===== config.mk =====
export PLATFORM = sky130hd
export DESIGN_NAME = uart_fetch_controller
export DESIGN_NICKNAME = d
export VERILOG_FILES = /design/src/rtl/uart_fetch_controller.sv
export SDC_FILE = /design/constraint.sdc
export NUM_CORES = 1
export LEC_CHECK = 0
export BUFFER_PORTS_ARGS = -buffer_cell sky130_fd_sc_hd__buf_2
export CORE_UTILIZATION = 51
export DETAILED_ROUTE_END_ITERATION = 6
export GPL_TIMING_DRIVEN = 0
export PLACE_DENSITY = 0.77
export SYNTH_ARGS = -nofsm -noshare
export SYNTH_HDL_FRONTEND = slang
export SYNTH_SLANG_ARGS = --single-unit
export TNS_END_PERCENT = 50

===== constraint.sdc =====
create_clock -name clk -period 3.2 [get_ports clk]
set_clock_uncertainty 0.2 [all_clocks]
set_input_delay 0.32 -clock clk [delete_from_list [all_inputs] [get_ports clk]]
set_output_delay 0.32 -clock clk [all_outputs]
set_load 0.03 [all_outputs]

===== src/rtl/uart_fetch_controller.sv =====
// rtl/uart_fetch_controller.sv - UART instruction-fetch sequencer with single-entry reuse.
// Optional response timeout/retry under `UART_FETCH_TIMEOUT_EN.
module uart_fetch_controller #(
  parameter int          DIV_RATIO  = 163,
  parameter int          QUERY_HOLD = 2*DIV_RATIO+2
`ifdef UART_FETCH_TIMEOUT_EN
  ,
  parameter int          TIMEOUT    = 1_000_000,
  parameter int          MAX_RETRY  = 3,
  parameter logic [31:0] NOP_INSTR  = 32'h00000013
`endif
) (
  input  logic        clk,
  input  logic        reset,
  input  logic        fetch_req,
  input  logic [31:0] fetch_addr,
  input  logic        flush,
  input  logic [31:0] uart_instr,
  input  logic        uart_word_end,
  output logic        instr_query,
  output logic [31:0] query_addr,
  output logic [31:0] instr,
  output logic        instr_valid,
  output logic        stall,
  output logic        fetch_error
);

  typedef enum logic [2:0] {
    S_IDLE  = 3'd0,
    S_QUERY = 3'd1,
    S_WAIT  = 3'd2,
    S_DONE  = 3'd3,
    S_ERROR = 3'd4
  } state_t;

  state_t      state, state_next;
  logic        we_d;
  logic [15:0] hold_cnt;
  logic [31:0] last_addr;
  logic        last_valid;

  logic word_rise;
  logic hit;
  logic hold_done;

  // uart_word_end is a slow level; only a fresh rising edge marks a new word
  assign word_rise = uart_word_end & ~we_d;
  assign hit       = last_valid & (fetch_addr == last_addr) & ~flush;
  assign hold_done = (hold_cnt == 16'(QUERY_HOLD - 1));

`ifdef UART_FETCH_TIMEOUT_EN
  logic [31:0] wait_cnt;
  logic [7:0]  retry_cnt;
  logic        timeout_hit;
  assign timeout_hit = (wait_cnt == 32'(TIMEOUT - 1));
`endif

  always_ff @(posedge clk) begin
    if (reset) begin
      state      <= S_IDLE;
      we_d       <= 1'b0;
      hold_cnt   <= 16'd0;
      query_addr <= 32'd0;
      instr      <= 32'd0;
      last_addr  <= 32'd0;
      last_valid <= 1'b0;
`ifdef UART_FETCH_TIMEOUT_EN
      wait_cnt   <= 32'd0;
      retry_cnt  <= 8'd0;
`endif
    end else begin
      state <= state_next;
      we_d  <= uart_word_end;
      if (flush) last_valid <= 1'b0;
      case (state)
        S_IDLE: begin
          if (fetch_req) begin
            hold_cnt <= 16'd0;
            if (!hit) query_addr <= fetch_addr;
`ifdef UART_FETCH_TIMEOUT_EN
            retry_cnt <= 8'd0;
`endif
          end
        end
        S_QUERY: begin
          hold_cnt <= hold_done ? 16'd0 : hold_cnt + 16'd1;
`ifdef UART_FETCH_TIMEOUT_EN
          wait_cnt <= 32'd0;
`endif
        end
        S_WAIT: begin
          // A completing fetch reloads the entry even if flushed meanwhile
          if (word_rise) begin
            instr      <= uart_instr;
            last_addr  <= query_addr;
            last_valid <= 1'b1;
          end
`ifdef UART_FETCH_TIMEOUT_EN
          else if (timeout_hit) begin
            wait_cnt <= 32'd0;
            if (retry_cnt < 8'(MAX_RETRY)) begin
              retry_cnt <= retry_cnt + 8'd1;
            end else begin
              instr      <= NOP_INSTR;
              last_valid <= 1'b0;
            end
          end else begin
            wait_cnt <= wait_cnt + 32'd1;
          end
`endif
        end
        default: ;
      endcase
    end
  end

  always_comb begin
    state_next  = state;
    instr_query = 1'b0;
    instr_valid = 1'b0;
    stall       = 1'b0;
    fetch_error = 1'b0;
    case (state)
      S_IDLE: begin
        if (fetch_req) state_next = hit ? S_DONE : S_QUERY;
      end
      S_QUERY: begin
        instr_query = 1'b1;
        stall       = 1'b1;
        if (hold_done) state_next = S_WAIT;
      end
      S_WAIT: begin
        stall = 1'b1;
        if (word_rise) state_next = S_DONE;
`ifdef UART_FETCH_TIMEOUT_EN
        else if (timeout_hit)
          state_next = (retry_cnt < 8'(MAX_RETRY)) ? S_QUERY : S_ERROR;
`endif
      end
      S_DONE: begin
        instr_valid = 1'b1;
        state_next  = S_IDLE;
      end
      S_ERROR: begin
`ifdef UART_FETCH_TIMEOUT_EN
        instr_valid = 1'b1;
        fetch_error = 1'b1;
`endif
        state_next  = S_IDLE;
      end
      default: state_next = S_IDLE;
    endcase
  end

endmodule


==> flow_metrics.tcl, run 1 <==
set metrics [dict create \
    rsz0062_at_grt "false" \
    hold_viol_final 0 \
    max_freq_ghz 0.363 \
    setup_viol 0 \
    ant_nets 0 \
    vdd_ir_drop_max_uv 383 \
    grt_first_pass_wirelength_mm 27.1 \
    routed_wl_mm 16.9 \
    cp_top_family "simple AND/OR/NAND/NOR gates" \
    synth_enable_flop_cells 0 \
    fillCellCount 832 \
    clkLatencyLatePin_ns 0.52 \
    overflow 0 \
    endpoint "query_addr[7]$_SDFFE_PP0P_" \
    clock-root-buffer "clkbuf_8" \
    slew-limit-headroom_pct 55.7 \
    criticalPathCategory "reg -> reg" \
    cts_resized 0 \
    grt_usage_pct 30.9 \
    dieArea_um2 11000 \
    via_per_inst 5.80 \
    outcome "finished, final reports clean" \
    post-synth-top-count-cell "nand2_1" \
    maxCapViolCount 0 \
    wl_per_cell_um 16.9 \
    via_count 5782 \
    synth.avg_cell_area_um2 8.13 \
    drtIter0Drc 556 \
    cts_tree "built" \
    synthCells 661 \
    grt_max_degree 17 \
    area_growth_pct 33.9 \
    yosysUniqueCellTypes 36 \
    drive_above_1_share_pct 20.4 \
    grt_pass1_vias 5639 \
    min_path_type "in -> reg" \
    worst-path-max-fanout 10 \
    crit_required_ns 3.40 \
    dp_cells 932 \
    synth.top_cells.by_count "nand2_1, dfxtp_1, a21oi_1" \
    synthFlopType "dfxtp_1" \
    power.total_mw 5.41 \
    first_pass_iters 6 \
    post-route-period-util_pct 86.1 \
    cts_buffers 17 \
    start_util_pct 52.3 \
    synth_top_cell_by_area "dfxtp_1" \
    io_pins 137 \
    powerDensity_nw_per_um2 752 \
    final_area_um2 7190 \
    cts_max_level 4 \
    r2r_slack_ns 0.45 \
    rr_worst_depth 6 \
    crit_slowest_cell "nor4_1" \
    gp_congestion 0.867 \
    grt_antenna_before_repair 0 \
    rows 37 \
    n_antenna_cell 0 \
    path_cells "xor2_1, nor4_1, nand3_1, or2_2, clkbuf_1, o311ai_0" \
    ys_warn_count 0 \
    portBuffers 135 \
    holdBufCountCts 34 \
    die_w_um 105 \
    cp.arrival_ns 2.95 \
    final_cells 997 \
    critPathCaptureType "flop" \
    final_nets 923 \
    synth_seq_cells 116 \
    critPathMaxStageDelay_ns 0.46 \
    drc 0 \
    cts_setup_buffers 0 \
    hpwl_mm 11.1 \
    critPathLaunchType "flop" \
    yosysTopAreaCellShare_pct 43.2 \
    core-area_um2 10300 \
    placed_area_um2 6220 \
    reg2reg_to "query_addr[7]$_SDFFE_PP0P_" \
    clockBufferDepth 2 \
    synth-seq-area-share_pct 43.2 \
    setup.worst_path.start "last_addr[19]$_SDFFE_PP0P_" \
    cts.sinks 116 \
    synth_nets 735 \
    r2r_start "last_addr[19]$_SDFFE_PP0P_" \
    worst_slew_pin_slew_ns 0.646 \
    clk_pin_slew_worst_paths_ns 0.06 \
    path_buf_inv 1 \
    netlist_top_cells_area "dfxtp_1, nand2_1, xor2_1" \
    die_h_um 105 \
    synthArstFlopShare_pct 0 \
    p_leak_nw 2.78 \
    setup_tns_ns 0 \
    synth_area_um2 5370 \
    fin_crit_ns 2.75 \
    cp.depth 6 \
    slew_viol_final 0 \
]
[kinds of logic after synthesis]
family | synth area share, %
compound gates | 20.5
xor+xnor | 7.66
fa+ha+maj | 1.16
buf+inv | 4.47
flops | 43.2
mux | 0.373
other cells | 0.0698
simple gates | 22.5
[worst min-delay path by stage]
stage / cells past startpoint / startpoint / slack [ns] / endpoint
finish: 4 / fetch_addr[14] / 0.08 / query_addr[14]$_SDFFE_PP0P_
global route: 4 / fetch_addr[8] / 0.09 / query_addr[8]$_SDFFE_PP0P_
CTS: 4 / fetch_addr[6] / 0.08 / query_addr[6]$_SDFFE_PP0P_
detailed placement: 2 / instr[1]$_SDFFE_PP0P_ / 0.25 / instr[1]$_SDFFE_PP0P_
global placement: 2 / instr[13]$_SDFFE_PP0P_ / 0.24 / instr[13]$_SDFFE_PP0P_
floorplan: 2 / last_addr[0]$_SDFFE_PP0P_ / 0.25 / last_addr[0]$_SDFFE_PP0P_
[flip-flops by register name (all words and copies together) (netlist names)]
signal      flops
query_addr     32
last_addr      32
hold_cnt       16
instr          32
last_valid      1
state           2
we_d            1
[layer usage]
layer / track usage [%] / wire (µm) / up-vias
li1: - / - / 2713
met1: 37.0 / 6750 / 2706
met5: 0 / 0 / -
met4: 12.4 / 475 / 0
met2: 53.2 / 8210 / 318
met3: 7.42 / 1420 / 45
[layout by cell type (no fill, tap or decap), types with 2 or more instances in the layout]
cell	Yosys	layout
clkbuf_8	0	2
buf_1	4	4
nand3_1	6	6
dfxtp_1	116	116
clkbuf_1	46	46
nand2b_1	2	2
o21ai_0	33	33
mux2i_1	2	2
clkinv_2	0	3
xnor2_1	3	3
a21oi_1	67	67
nand4_1	5	5
buf_2	3	138
bufinv_16	0	5
o311ai_0	32	32
xor2_1	44	44
nand3b_1	2	2
nor2_1	20	20
clkbuf_16	0	16
inv_6	0	2
inv_1	4	4
or3_1	2	2
ha_1	5	5
a32oi_1	32	32
nand2_1	173	173
nor3b_1	33	33
nor3_1	3	3
clkinvlp_4	0	3
dlygate4sd3_1	0	34
buf_4	3	3
nor4_1	9	9
[stage by stage]
stage                     hold WS (ns)  util [%]  setup slack, ns
after CTS                       0.0767      70.0            0.521
after global routing            0.0899      70.0            0.367
after floorplan                  0.248         -            0.981
final                           0.0793      70.0            0.445
after global placement           0.240      60.5            0.612
after detailed placement         0.246      60.5            0.507
[report_power, final]
group / total, mW / internal, mW / switching (mW)
clock network: 2.04 / 1.36 / 0.677
logic: 1.51 / 0.484 / 1.03
registers: 1.86 / 1.66 / 0.202
[worst min-delay path, cell delays in order]
cell	delay [ns]
buf_2	0.11
nor3b_1	0.14
o21ai_0	0.06
o311ai_0	0.11
[cell type report]
| cell class | instances | area (µm²) | share of cell area, % |
|---|---|---|---|
| Tap cell | 136 | 170 | 2.37 |
| Inverter | 4 | 15.0 | 0.209 |
| Clock inverter | 13 | 205 | 2.85 |
| Timing Repair Buffer | 169 | 1020 | 14.1 |
| Buffer | 56 | 225 | 3.13 |
| Sequential cell | 116 | 2320 | 32.3 |
| Multi-Input combinational cell | 485 | 2810 | 39.1 |
| Clock buffer | 18 | 428 | 5.95 |
No activity file was read; power rests on OpenSTA's default activity.
==> inputs of run 2 (changes only) <==
==> constraint.sdc (replaced) <==
create_clock -name clk -period 2.6 [get_ports clk]
set_clock_uncertainty 0.2 [all_clocks]
set_input_delay 0.26 -clock clk [delete_from_list [all_inputs] [get_ports clk]]
set_output_delay 0.26 -clock clk [all_outputs]
set_load 0.03 [all_outputs]
==> run 2 against run 1 <==
Fmax grew 10%. Sequential share of layout area shrank 0.062 points. Wire length grew 0.44%. Critical path depth is the same. Power grew 23%. Non-clock buffer count grew 1. Clock-buffer cell count is the same. Via count grew 0.19%. Final area grew 0.19%. Flip-flop and latch count is the same. First-iteration DRC count grew 1.1%. Critical path type unchanged. Critical endpoint unchanged. Largest power group unchanged.
==> flow_metrics.tcl, run 2 (synthesis results as in run 1) <==
set metrics [dict create \
    setup_ws_ns 0.102 \
    hpwl_mm 11.1 \
    io_pins 137 \
    ant_nets 0 \
    cts_max_level 4 \
    gp_congestion 0.867 \
    final_nets 924 \
    drc 0 \
    die_h_um 105 \
    p_leak_nw 2.78 \
    crit_required_ns 2.80 \
    cp.arrival_ns 2.69 \
    slew-limit-headroom_pct 52.5 \
    cts_buffers 17 \
    final_common_cell "nand2_1" \
    criticalPathCategory "reg -> reg" \
    overflow 0 \
    routed_wl_mm 16.9 \
    final_cells 998 \
    worst-path-max-fanout 10 \
    core-area_um2 10300 \
    grt_usage_pct 31.0 \
    reg_top3 "instr x32, last_addr x32, query_addr x32" \
    slew_viol_final 0 \
    cts_tree "built" \
    min_path_type "in -> reg" \
    clk_pin_slew_worst_paths_ns 0.06 \
    setup_viol 0 \
    clock-root-buffer "clkbuf_8" \
    critPathCaptureType "flop" \
    n_antenna_cell 0 \
    vdd_ir_drop_max_uv 472 \
    layout_common_cells "nand2_1, buf_2, dfxtp_1" \
    hold_viol_final 0 \
    drive_above_1_share_pct 20.6 \
    max_freq_ghz 0.400 \
    fin_crit_ns 2.50 \
    clkLatencyLatePin_ns 0.52 \
    grt_antenna_before_repair 0 \
    maxCapViolCount 0 \
    min_to "query_addr[14]$_SDFFE_PP0P_" \
    grt_max_degree 17 \
    wl_per_cell_um 17.0 \
    min_from "fetch_addr[14]" \
    via_count 5793 \
    rows 37 \
    setup_tns_ns 0 \
    dp_slack_ns -0.0329 \
    cts.sinks 116 \
    portBuffers 135 \
    rsz0062_at_grt "false" \
    die_w_um 105 \
    fillCellCount 828 \
    start_util_pct 52.3 \
    critPathLaunchType "flop" \
    r2r_start "last_addr[19]$_SDFFE_PP0P_" \
    r2r_slack_ns 0.10 \
    drtIter0Drc 562 \
    area_growth_pct 34.1 \
    post-route-period-util_pct 96.1 \
    first_pass_iters 7 \
    worstHoldPathCells 4 \
    dp_cells 932 \
    grt_pass1_vias 5648 \
    clockBufferDepth 2 \
    reg2reg_to "query_addr[7]$_SDFFE_PP0P_" \
    post-route-util_pct 70.1 \
    dieArea_um2 11000 \
    rr_worst_depth 6 \
    powerDensity_nw_per_um2 925 \
    via_per_inst 5.80 \
    outcome "finished, final reports clean" \
    grt_first_pass_wirelength_mm 27.2 \
    worst_slew_pin_slew_ns 0.692 \
]
-- run 2: layout make-up --
cell class,count,area [µm²],share of cell area (%)
clock buffer,18,428,5.94
multi-input combinational,485,2820,39.1
inverter,4,15.0,0.208
clock inverter,13,205,2.85
buffer,56,225,3.13
sequential,116,2320,32.2
timing repair buffer,170,1020,14.2
tap,136,170,2.36
-- run 2: how the worst max path moves through the flow --
stage	end	slack, ns	cells after the start	from
4_1_cts	query_addr[7]$_SDFFE_PP0P_	0.13	6	last_addr[19]$_SDFFE_PP0P_
6_report	query_addr[7]$_SDFFE_PP0P_	0.10	6	last_addr[19]$_SDFFE_PP0P_
2_1_floorplan	hold_cnt[15]$_SDFFE_PP0P_	0.38	7	state[1]$_SDFFE_PP0P_
3_5_place_dp	query_addr[7]$_SDFFE_PP0P_	-0.03	7	fetch_addr[19]
3_3_place_gp	query_addr[21]$_SDFFE_PP0P_	0.07	7	fetch_addr[19]
5_1_grt	query_addr[18]$_SDFFE_PP0P_	0.007	6	last_addr[19]$_SDFFE_PP0P_
-- run 2: repair_timing --
item,4_1_cts,5_1_grt
gates cloned,0,0
resized for setup,0,1
hold endpoints to repair,34,0
endpoints found under the setup margin,15,1
hold buffers,34,0
pin swaps,1,0
setup buffers,1,0
-- run 2: critical path, stage by stage (launching register included) --
cell and delay, ns:
dfxtp_1 0.32, xor2_1 0.17, nor4_1 0.44, nand3_1 0.18
or2_2 0.37, clkbuf_1 0.26, o311ai_0 0.43
-- run 2: metal layers --
layer	global-route usage, %	wire length (µm)
met5	0	0
met4	12.7	411
met3	7.36	1430
met2	53.1	8270
met1	37.1	6840
-- run 2: where the power goes --
part / internal [mW] / total [mW] / switching (mW)
clock network: 1.67 / 2.50 / 0.833
registers: 2.04 / 2.30 / 0.252
logic: 0.596 / 1.87 / 1.27
total: 4.31 / 6.67 / 2.35
-- run 2: per-stage QoR --
| step | total power [mW] | hold WS [ns] | area [µm²] |
|---|---|---|---|
| after floorplan | 3.53 | 0.195 | 5370 |
| after global placement | 4.05 | 0.240 | 6220 |
| after detailed placement | 4.10 | 0.246 | 6220 |
| after CTS | 6.64 | 0.0167 | 7200 |
| after global routing | 6.93 | 0.0288 | 7210 |
| final | 6.67 | 0.0228 | 7210 |
==> inputs of run 3 (changes only) <==
==> constraint.sdc (replaced) <==
create_clock -name clk -period 2.6 [get_ports clk]
set_clock_uncertainty 0.2 [all_clocks]
set_input_delay 0.13 -clock clk [delete_from_list [all_inputs] [get_ports clk]]
set_output_delay 0.13 -clock clk [all_outputs]
set_load 0.03 [all_outputs]
==> run 3 against run 2 <==
Final area up 5.7%. Cell count up 4.1%. Die area unchanged. Worst setup slack better by 0.033 ns. Power up 1.1%. Flip-flop and latch count unchanged. Largest cell class unchanged. Largest power group unchanged.
==> flow_metrics.tcl, run 3 (synthesis results as in run 1) <==
set metrics [dict create \
    outcome "finished, final reports clean" \
    post-route-period-util_pct 94.8 \
    max_freq_ghz 0.406 \
    drive_above_1_share_pct 19.8 \
    die_w_um 105 \
    grt_usage_pct 31.9 \
    gp_congestion 0.867 \
    setup.worst_path.start "last_addr[19]$_SDFFE_PP0P_" \
    grt_pass1_vias 5917 \
    p_int_mw 4.36 \
    clk_pin_slew_worst_paths_ns 0.06 \
    cts_tree "built" \
    ant_nets 0 \
    p_leak_nw 2.97 \
    dieArea_um2 11000 \
    clockBufferDepth 2 \
    first_pass_iters 5 \
    rows 37 \
    path_buf_inv 1 \
    hpwl_mm 11.1 \
    setup_ws_ns 0.135 \
    critPathLaunchType "flop" \
    min_from "uart_instr[0]" \
    maxCapViolCount 0 \
    fin_crit_ns 2.46 \
    critPathCaptureType "flop" \
    clkLatencyLatePin_ns 0.52 \
    wl_met1_mm 6.95 \
    cp_top_family "simple AND/OR/NAND/NOR gates" \
    via_count 6061 \
    hold_viol_final 0 \
    met2WireLength_mm 8.47 \
    min_path_type "in -> reg" \
    pwr-share-clk_pct 37.2 \
    rsz0062_at_grt "false" \
    p_sw_share_pct 35.3 \
    layout_common_cells "nand2_1, buf_2, dfxtp_1" \
    wl_per_cell_um 16.8 \
    grt_antenna_before_repair 0 \
    vdd_ir_drop_max_uv 471 \
    setup_viol 0 \
    core-area_um2 10300 \
    overflow 0 \
    crit_slowest_cell "nor4_1" \
    seqPwrFrac_pct 34.1 \
    portBuffers 135 \
    dp_slack_ns 0.0514 \
    cp.arrival_ns 2.66 \
    slew-limit-headroom_pct 52.9 \
    final_common_cell "nand2_1" \
    criticalPathCategory "reg -> reg" \
    cts.sinks 116 \
    met3_length_mm 1.54 \
    hold_slack_ns 0.197 \
    area_growth_pct 41.8 \
    crit_required_ns 2.79 \
    start_util_pct 52.3 \
    powerDensity_nw_per_um2 885 \
    io_pins 137 \
    via_per_inst 5.83 \
    worst-path-max-fanout 10 \
    drtIter0Drc 630 \
    critPathMaxStageDelay_ns 0.42 \
    grt_first_pass_wirelength_mm 28.0 \
    r2r_start "last_addr[19]$_SDFFE_PP0P_" \
    slew_viol_final 0 \
    top_layer "met4" \
    switching_power_mw 2.38 \
    routed_wl_mm 17.5 \
    drc 0 \
    clock-root-buffer "clkbuf_8" \
    setup_tns_ns 0 \
    reg_top3 "instr x32, last_addr x32, query_addr x32" \
    worst_slew_pin_slew_ns 0.687 \
    combPwrFrac_pct 28.6 \
    path_cells "xor2_1, nor4_1, nand3_1, or2_2, clkbuf_1, o311ai_0" \
    cts_buffers 17 \
    die_h_um 105 \
    final_nets 965 \
    n_antenna_cell 0 \
    cts_max_level 4 \
    grt_max_degree 17 \
]
run 3: timing repair:
action                                  CTS  global route
gates resized for setup                   0             2
pin swaps                                 1             0
endpoints found under the setup margin   15             2
hold endpoints to repair                 68             0
hold buffers                             75             0
gates cloned                              0             0
buffers inserted                          1             0
run 3: worst register-to-register path, stage by stage, from the launching register on:
cell and delay [ns]:
dfxtp_1 0.32, xor2_1 0.18, nor4_1 0.42, nand3_1 0.18, or2_2 0.37, clkbuf_1 0.24, o311ai_0 0.43
run 3: metrics by stage:
stage,instances,instance area [µm²],util (%),power (mW)
6_report,1039,7620,74.1,6.74
3_3_place_gp,932,6220,60.5,4.05
3_5_place_dp,932,6220,60.5,4.10
4_1_cts,1039,7610,74.1,6.69
5_1_grt,1039,7620,74.1,7.00
2_1_floorplan,661,5370,-,3.53
run 3: path summary, 6_finish.rpt:
check | end | slack, ns | cells after the start
setup reg to reg | query_addr[29]$_SDFFE_PP0P_ | 0.14 | 6
hold reg to reg | instr[0]$_SDFFE_PP0P_ | 0.25 | 2
hold / removal | instr[0]$_SDFFE_PP0P_ | 0.20 | 4
setup / recovery | query_addr[29]$_SDFFE_PP0P_ | 0.14 | 6
run 3: metal layers:
metal | up-vias | global-route usage, %
met5 | - | 0
met4 | 0 | 14.0
met3 | 58 | 7.30
met2 | 350 | 54.4
met1 | 2855 | 38.3
li1 | 2798 | -
run 3: cell type report:
cell class | instances | area, µm²
fillers | 758 | 2660
clock buffers | 18 | 428
plain buffers | 56 | 225
flip-flops and latches | 116 | 2320
inverters | 4 | 15.0
multi-input cells | 485 | 2820
repair buffers | 211 | 1430
well taps | 136 | 170
clock inverters | 13 | 205
run 3: power groups by stage:
stage | sequential (mW) | clock, mW | combinational (mW)
6_report | 2.30 | 2.51 | 1.93
5_1_grt | 2.32 | 2.62 | 2.05
4_1_cts | 2.28 | 2.52 | 1.89
3_5_place_dp | 2.32 | 0 | 1.79
3_3_place_gp | 2.30 | 0 | 1.75
2_1_floorplan | 2.70 | 0 | 0.830
